## config.mk

```make
export PLATFORM = sky130hd
export DESIGN_NAME = edg_pix_packer
export DESIGN_NICKNAME = d
export VERILOG_FILES = /design/src/rtl/edg_pkg.sv /design/src/rtl/pix_fifo.sv /design/src/rtl/edg_pix_packer.sv
export SDC_FILE = /design/constraint.sdc
export NUM_CORES = 1
export LEC_CHECK = 0
export BUFFER_PORTS_ARGS = -buffer_cell sky130_fd_sc_hd__buf_2
export CORE_ASPECT_RATIO = 2
export CORE_MARGIN = 2
export CORE_UTILIZATION = 35
export DETAILED_ROUTE_END_ITERATION = 8
export SLEW_MARGIN = 10
export SYNTH_ARGS = -nofsm -noshare
export SYNTH_HDL_FRONTEND = slang
export SYNTH_SLANG_ARGS = --single-unit
```

## constraint.sdc

```tcl
create_clock -name clk -period 3.7 [get_ports clk]
set_input_delay 0.555 -clock clk [delete_from_list [all_inputs] [get_ports clk]]
set_output_delay 0.555 -clock clk [all_outputs]
set_load 0.02 [all_outputs]
```

## src/rtl/edg_pkg.sv

```systemverilog
// Purpose: constants and pixel truncation shared by the edge-detect pixel packer and unpacker.
// Latency: none; this file holds only types, constants and a pure function.
// Backpressure: not applicable.
package edg_pkg;

   localparam int PIX_W  = 18;   // 6 bits per channel after truncation
   localparam int WORD_W = 36;   // two packed pixels per ZBT word

   // Keep the top 6 bits of each 8-bit channel: {R[7:2], G[7:2], B[7:2]}.
   function automatic logic [PIX_W-1:0] trunc24to18(input logic [23:0] rgb);
      return {rgb[23:18], rgb[15:10], rgb[7:2]};
   endfunction

endpackage

```

## src/rtl/pix_fifo.sv

```systemverilog
// Purpose: synchronous write-buffer FIFO (push/pop, full/empty/fill), with a wrap bit on each pointer.
// Latency: a pushed entry is at the head one cycle after the push; a pop shows the next entry one cycle later.
// Backpressure: a push while full is ignored unless a pop happens in the same cycle; a pop while empty is ignored.
// Ports: clk, reset (async, active-high), push/push_dat, pop, head (combinational), full, empty, fill.
module pix_fifo #(
   parameter int W     = 8,
   parameter int DEPTH = 4
) (
   input  logic                     clk,
   input  logic                     reset,
   input  logic                     push,
   input  logic [W-1:0]             push_dat,
   input  logic                     pop,
   output logic [W-1:0]             head,
   output logic                     full,
   output logic                     empty,
   output logic [$clog2(DEPTH):0]   fill
);

   localparam int AW = $clog2(DEPTH);

   logic [W-1:0]  mem [DEPTH];
   logic [AW:0]   wr_ptr;
   logic [AW:0]   rd_ptr;
   logic          push_ok;
   logic          pop_ok;

   assign empty = (wr_ptr == rd_ptr);
   // Same slot but different wrap bit: the writer has lapped the reader.
   assign full  = (wr_ptr[AW] != rd_ptr[AW]) && (wr_ptr[AW-1:0] == rd_ptr[AW-1:0]);
   assign fill  = wr_ptr - rd_ptr;

   assign pop_ok  = pop && !empty;
   // When full, the slot being written is the one being popped this cycle.
   assign push_ok = push && (!full || pop_ok);

   assign head = mem[rd_ptr[AW-1:0]];

   always_ff @(posedge clk or posedge reset) begin
      if (reset) begin
         wr_ptr <= '0;
         rd_ptr <= '0;
      end else begin
         if (push_ok) wr_ptr <= wr_ptr + 1'b1;
         if (pop_ok)  rd_ptr <= rd_ptr + 1'b1;
      end
   end

   always_ff @(posedge clk) begin
      if (push_ok) mem[wr_ptr[AW-1:0]] <= push_dat;
   end

endmodule

```

## src/rtl/edg_pix_packer.sv

```systemverilog
// Purpose: truncate 24-bit RGB to 18 bits, pack pixel pairs into 36-bit ZBT words, and queue {addr, word} writes.
// Latency: a word completed in cycle N is at the head (wr_req=1) in cycle N+1 when the buffer was empty.
// Backpressure: the pixel stream cannot stall; a word pushed into a full buffer with no pop is dropped and sets sticky overflow.
// Ports: clk, reset; pix_valid/pix_rgb/eol/sof in; wr_req/wr_addr/wr_data out, wr_ack in; overflow, fill.
module edg_pix_packer
   import edg_pkg::*;
#(
   parameter int                ADDR_W     = 19,
   parameter logic [ADDR_W-1:0] BASE_ADDR  = '0,
   parameter int                FIFO_DEPTH = 4
) (
   input  logic                          clk,
   input  logic                          reset,
   input  logic                          pix_valid,
   input  logic [23:0]                   pix_rgb,
   input  logic                          eol,
   input  logic                          sof,
   output logic                          wr_req,
   input  logic                          wr_ack,
   output logic [ADDR_W-1:0]             wr_addr,
   output logic [WORD_W-1:0]             wr_data,
   output logic                          overflow,
   output logic [$clog2(FIFO_DEPTH):0]   fill
);

   localparam int ENT_W = WORD_W + ADDR_W;

   logic                phase;
   logic [PIX_W-1:0]    pending;
   logic [ADDR_W-1:0]   next_addr;

   logic [PIX_W-1:0]    pix18;
   logic                eff_phase;
   logic [ADDR_W-1:0]   eff_addr;
   logic                push_att;
   logic [WORD_W-1:0]   push_word;
   logic                pop;
   logic                drop;
   logic [ENT_W-1:0]    head;
   logic                full;
   logic                empty;

   assign pix18 = trunc24to18(pix_rgb);

   // sof acts before the pixel/eol of the same cycle: the pair restarts and
   // the address rewinds, so the current pixel sees phase 0 and BASE_ADDR.
   assign eff_phase = sof ? 1'b0 : phase;
   assign eff_addr  = sof ? BASE_ADDR : next_addr;

   always_comb begin
      push_att  = 1'b0;
      push_word = '0;
      if (pix_valid) begin
         if (eff_phase) begin
            push_att  = 1'b1;
            push_word = {pix18, pending};
         end else if (eol) begin
            push_att  = 1'b1;
            push_word = {{PIX_W{1'b0}}, pix18};
         end
      end else if (eol && eff_phase) begin
         push_att  = 1'b1;
         push_word = {{PIX_W{1'b0}}, pending};
      end
   end

   assign pop  = wr_req && wr_ack;
   assign drop = push_att && full && !pop;

   always_ff @(posedge clk or posedge reset) begin
      if (reset) begin
         phase     <= 1'b0;
         pending   <= '0;
         next_addr <= BASE_ADDR;
         overflow  <= 1'b0;
      end else begin
         // Dropped words still consume an address so later words keep their frame position.
         next_addr <= eff_addr + ADDR_W'(push_att);

         if (pix_valid && !eff_phase && !eol) begin
            pending <= pix18;
            phase   <= 1'b1;
         end else if (sof) begin
            pending <= '0;
            phase   <= 1'b0;
         end else if (push_att) begin
            phase   <= 1'b0;
         end

         // A drop in the same cycle as sof still counts: sof clears first.
         if (drop)     overflow <= 1'b1;
         else if (sof) overflow <= 1'b0;
      end
   end

   pix_fifo #(
      .W     (ENT_W),
      .DEPTH (FIFO_DEPTH)
   ) u_fifo (
      .clk      (clk),
      .reset    (reset),
      .push     (push_att),
      .push_dat ({eff_addr, push_word}),
      .pop      (pop),
      .head     (head),
      .full     (full),
      .empty    (empty),
      .fill     (fill)
   );

   assign wr_req  = !empty;
   assign wr_addr = empty ? '0 : head[ENT_W-1:WORD_W];
   assign wr_data = empty ? '0 : head[WORD_W-1:0];

endmodule
```

; Word level (Yosys, flattened, before mapping)
; Memory sizes are Yosys's and may differ from the RTL's.
; Index checks and enable logic that the tools add are counted.
[totals]
word_cells = 53
ram_bits = 220
input_bits = 30
mem_count = 1
reg_bits = 45
out_inout_bits = 60
[op_classes]
n_reduce_logical = 18
add_sub_neg = 4
mux = 21
n_eq_ne = 3
[memory_table]
columns = name, words, width, rd, rd_ports_with_merged_regs, wr, line_no
row1 = u_fifo.mem, 4, 55, 1, 0, 1, pix_fifo.sv:22  ; logic [W-1:0] mem [DEPTH];
[op_table]
columns = op, n
row1 = $mux 36, 3
row2 = $mux 18, 4
row3 = $mux 19, 2
row4 = $add 19x1->19, 1
row5 = $mux 1, 12
row6 = $logic_and 1x1->1, 9
row7 = $add 3x1->3 const B, 2
row8 = $logic_not 1->1, 5
row9 = $reduce_bool 2->1, 2
row10 = $eq 3x3->1, 1
row11 = $reduce_bool 3->1, 1
row12 = $sub 3x3->3, 1
row13 = $eq 2x2->1, 1
row14 = $logic_or 1x1->1, 1
row15 = $ne 1x1->1, 1

; Logic depth before layout (Yosys ltp)
[logic_depth]
word_depth = 8
ltp_mapped = 9

; Cells and area by module
; A second synthesis with hierarchy kept.
[hier_totals]
hier_cells = 620
area_unflattened_um2 = 11046.8
[by_module_without_submodules]
columns = module, instances, area_per_inst_um2, cells_per_inst
row1 = pix_fifo, 1, 8378.0, 333
row2 = edg_pix_packer, 1, 2668.8, 287

; Least setup slack after synthesis
; Ideal clock, no wire load.
[synth_path]
path_type = reg2reg
start = register u_fifo.rd_ptr[1]
end = memory u_fifo.mem[0][0] (netlist name), enable pin
path_buffers = 2
t_arrival_ns = 2.758
setup_time_ns = 0.419
slack_ns = 0.523
stages_incl_launch_ff = 8
cell_sequence = dfrtp_1 buf_2 buf_2 inv_1 ha_1 nand2_1 or3_1 and3_1
[synth_via]
elab_chain_cells = 8
word_cells_on_any_way = 11
cone_classes = eq/ne: 2 / mux: 2 / reduce/logical: 7
[synth_rtl]
columns = element, line_no
row1 = from (decl), pix_fifo.sv:24  ; logic [AW:0] rd_ptr;
row2 = from (signal assigned), pix_fifo.sv:45  ; if (pop_ok) rd_ptr <= rd_ptr + 1'b1;
row3 = $eq 3x3->1, pix_fifo.sv:28  ; assign empty = (wr_ptr == rd_ptr);
row4 = $logic_not 1->1, "pix_fifo.sv:33, edg_pix_packer.sv:111"
row5 = $logic_and 1x1->1, edg_pix_packer.sv:67  ; assign pop = wr_req && wr_ack;
row6 = $logic_and 1x1->1, pix_fifo.sv:33  ; assign pop_ok = pop && !empty;
row7 = $logic_or 1x1->1 (*), pix_fifo.sv:35  ; assign push_ok = push && (!full || pop_ok);
row8 = $logic_and 1x1->1 (*), pix_fifo.sv:35
row9 = $mux 1 (*), pix_fifo.sv:50  ; if (push_ok) mem[wr_ptr[AW-1:0]] <= push_dat;
row10 = $mux 1 (implied by the code) (*), pix_fifo.sv:50
row11 = to (decl), pix_fifo.sv:22
; Mark *: on every way between the ends. The rest lies on a longest branch, timed or not.

; Worst setup path in the final report
[layout_path]
start = register u_fifo.wr_ptr[0]
end = output wr_addr[5]
[layout_via]
elab_chain_cells = 2
[layout_rtl]
columns = element, line_no
row1 = from (decl), pix_fifo.sv:23  ; logic [AW:0] wr_ptr;
row2 = from (signal assigned), pix_fifo.sv:44  ; if (push_ok) wr_ptr <= wr_ptr + 1'b1;
row3 = $eq 3x3->1, pix_fifo.sv:28
row4 = $mux 19, edg_pix_packer.sv:112  ; assign wr_addr = empty ? '0 : head[ENT_W-1:WORD_W];
row5 = to (decl), edg_pix_packer.sv:20  ; output logic [ADDR_W-1:0] wr_addr,
; No other way between the ends.

==> run_results.csv <==
group,metric,value,unit
critical_path,crit_required,3140,ps
timing,drv_slew,0,
floorplan,die-area,32800,µm²
final_layout,finalNetCount,736,
grt,first_global_vias,5859,
floorplan,die_h,254,µm
clocking,clk_path_buf_depth,3,
floorplan,rows,91,
synthesis,seq_area_frac_synth,0.707,
grt,grt_max_degree,59,
route,wl_met3,898,µm
critical_path,cp_num_cells,6,
final_layout,multiInputGateArea,2920,µm²
route,ant_nets,0,
grt,groute.usage.overall,0.141,
synthesis,synth_nets,650,
synthesis,syn_area,10900,µm²
timing,max_slew.worst_pin.slew,909,ps
synthesis,synthCells,610,
clocking,ctsHoldBuffers,0,
clocking,postCtsSetupRepairBufs,0,
pwr,power.switching,3.36,mW
route,via_per_inst,4.93,
outcome,outcome,"completed",
timing,hold_viol,0,
pwr,p_sw_frac,0.338,
critical_path,startpoint,"u_fifo.wr_ptr[0]",
synthesis,ys.flop_type,"edfxtp_1",
critical_path,cpPeakStageDelay,540,ps
pwr,pwr-share-seq,0.378,
final_layout,regArea,7740,µm²
placement,pre_cts_ws,730,ps
route,vias,5561,
route,remaining_drc_errors,0,
final_layout,nFillCells,2779,
synthesis,ys_top_cells_by_count,"edfxtp_1, and2_1, mux4_2",
floorplan,start_util,0.355,
critical_path,critPathKind,"flip-flop to output pin",
clocking,htree_levels,1,
route,top_layer,"met5",
floorplan,coreArea,30900,µm²
synthesis,ys_ff_latch,265,
final_layout,layout-drive-gt1-share,0.309,
critical_path,crit_end,"wr_addr[5]",
floorplan,io_pins,90,
pwr,power.share.clock,0.250,
synthesis,yosysTopAreaCell,"edfxtp_1",
critical_path,cp.arrival,2680,ps
timing,fin_skew,19.0,ps
critical_path,critPathMaxFanout,28,
grt,antenna_found_initial,2,
timing,max_freq,0.309,GHz
final_layout,synthToLayoutAreaGrowth,15.2,%
job,maxCapViolCount,0,
pwr,p_leak,4.67,nW
critical_path,path_buf_inv,3,
timing,fin_tns_setup,0,ps
route,dr_wl_met2,12600,µm
timing,layout_min_cycle_time,3230,ps
clocking,cts_root_buf,"clkbuf_16",
timing,setup_violations,0,
critical_path,timing.rr.end,"u_fifo.mem[1][51]",
synthesis,postSynthAreaPerCell,17.9,µm²
clocking,clock_latency,520,ps
synthesis,synthTopCellsByArea,"edfxtp_1, mux4_2, dfrtp_1",
final_layout,final_util,0.409,
synthesis,ys_warn_count,0,
critical_path,crit_family,"buffers and inverters",
final_layout,antenna-diode-count,0,
critical_path,cp_cell_sequence,"inv_1 -> ha_1 -> nand3_2 -> buf_4 -> and2_1 -> buf_2",
grt,grt_pass1_wl,34400,µm
critical_path,end_kind,"output pin",
synthesis,synth-async-reset-ratio,0.170,
floorplan,dieWidth,129,µm
timing,rsz0062_at_grt,"no",
route,avgRoutedWirePerCell,20.2,µm
clocking,cts_resized,0,
grt,grt.overflow.total,0,
critical_path,cp-start-kind,"flip-flop",
critical_path,cp_slowest_cell,"nand3_2",
synthesis,synth_edf_count,220,
min_path,hp-class,"input port to async pin",
pwr,combPwrFrac,0.372,
timing,relSlewSlack,0.394,
placement,gp_congestion,0.743,
route,wl,22800,µm
route,drtPass1Iterations,4,
route,wl_met1,8520,µm
clocking,cts_tree,"yes",
route,drtIter0Drc,269,
synthesis,synth_cell_types,39,
critical_path,rr_startpoint,"u_fifo.wr_ptr[0]",
pwr,vdd_drop_max,0.405,mV
timing,finalWorstSetupSlack,467,ps
clocking,clkTransAtPathRegs,70,ps
timing,period_share,0.874,
clocking,cts_made_buffers,21,
critical_path,r2r_slack,1030,ps
placement,io_buffers,83,
clocking,clock_sinks,265,
pwr,p_total,9.93,mW
placement,place_hpwl,14200,µm
synthesis,synth_top_area_share,0.604,
critical_path,reg2reg_depth,6,
synthesis,synth.most_common_cell,"edfxtp_1",
pwr,power.internal,6.58,mW
pwr,power_per_cell_area,788,nW/µm²
## registers in the layout, summed over array words and instances (netlist names)
register / count
next_addr: 19
u_fifo.wr_ptr: 3
overflow: 1
phase: 1
pending: 18
u_fifo.mem: 220
u_fifo.rd_ptr: 3
## per-stage QoR
stage / std cells / area, µm² / hold slack, ps
2_1_floorplan: 610 / 10900 / 462
3_3_place_gp: 1091 / 11800 / 477
3_5_place_dp: 1091 / 11800 / 483
4_1_cts: 1129 / 12600 / 129
5_1_grt: 1129 / 12600 / 160
6_report: 1129 / 12600 / 111
## placed cells by master, fill, tap and decap left out, types with 12 or more instances in the layout
cell	n
clkbuf_16	23
buf_2	83
inv_1	25
mux4_2	55
buf_4	12
a22o_1	18
nor2b_1	16
o21ai_2	18
xnor2_1	18
nand3b_1	16
edfxtp_1	220
dfrtp_1	43
and3_1	20
and2_1	58
## routing by layer
metal,GRT usage,vias up
met1,0.161,2904
met4,0.0606,4
li1,-,2482
met2,0.260,128
met3,0.0179,43
met5,0,-
## worst min-delay path by stage
stage	from	endpoint	slack, ps	depth (start not counted)
after global routing	reset	next_addr[11]	160	2
after global placement	u_fifo.wr_ptr[2]	u_fifo.wr_ptr[2]	480	1
after detailed placement	u_fifo.wr_ptr[2]	u_fifo.wr_ptr[2]	480	1
after floorplan	u_fifo.wr_ptr[2]	u_fifo.wr_ptr[2]	460	1
after CTS	reset	next_addr[8]	130	2
final	reset	next_addr[11]	110	2
## kinds of logic after synthesis
| family | Yosys count | share of synthesized area |
|---|---|---|
| DFF | 265 | 0.707 |
| and+or+nand+nor | 155 | 0.0892 |
| buffers and inverters | 60 | 0.0272 |
| muxes | 56 | 0.114 |
| AOI/OAI and AO/OA | 39 | 0.0304 |
| xor gates and xnor gates | 24 | 0.0192 |
| adders and majority gates | 11 | 0.0131 |
## final cells by class
type / instances / area share
flip-flops and latches: 265 / 0.614
multi-input cells: 285 / 0.232
clock buffers: 25 / 0.0478
repair buffers: 97 / 0.0433
well taps: 418 / 0.0415
clock inverters: 13 / 0.0142
inverters: 26 / 0.00774
## power groups by stage
stage | logic (mW) | clock network, mW | registers [mW]
after floorplan | 2.59 | 0 | 3.80
after global placement | 3.80 | 0 | 3.80
after detailed placement | 3.81 | 0 | 3.82
after CTS | 3.82 | 2.54 | 3.76
after global routing | 3.99 | 2.65 | 3.78
final | 3.70 | 2.49 | 3.75
(Power assumes the default switching activity.)
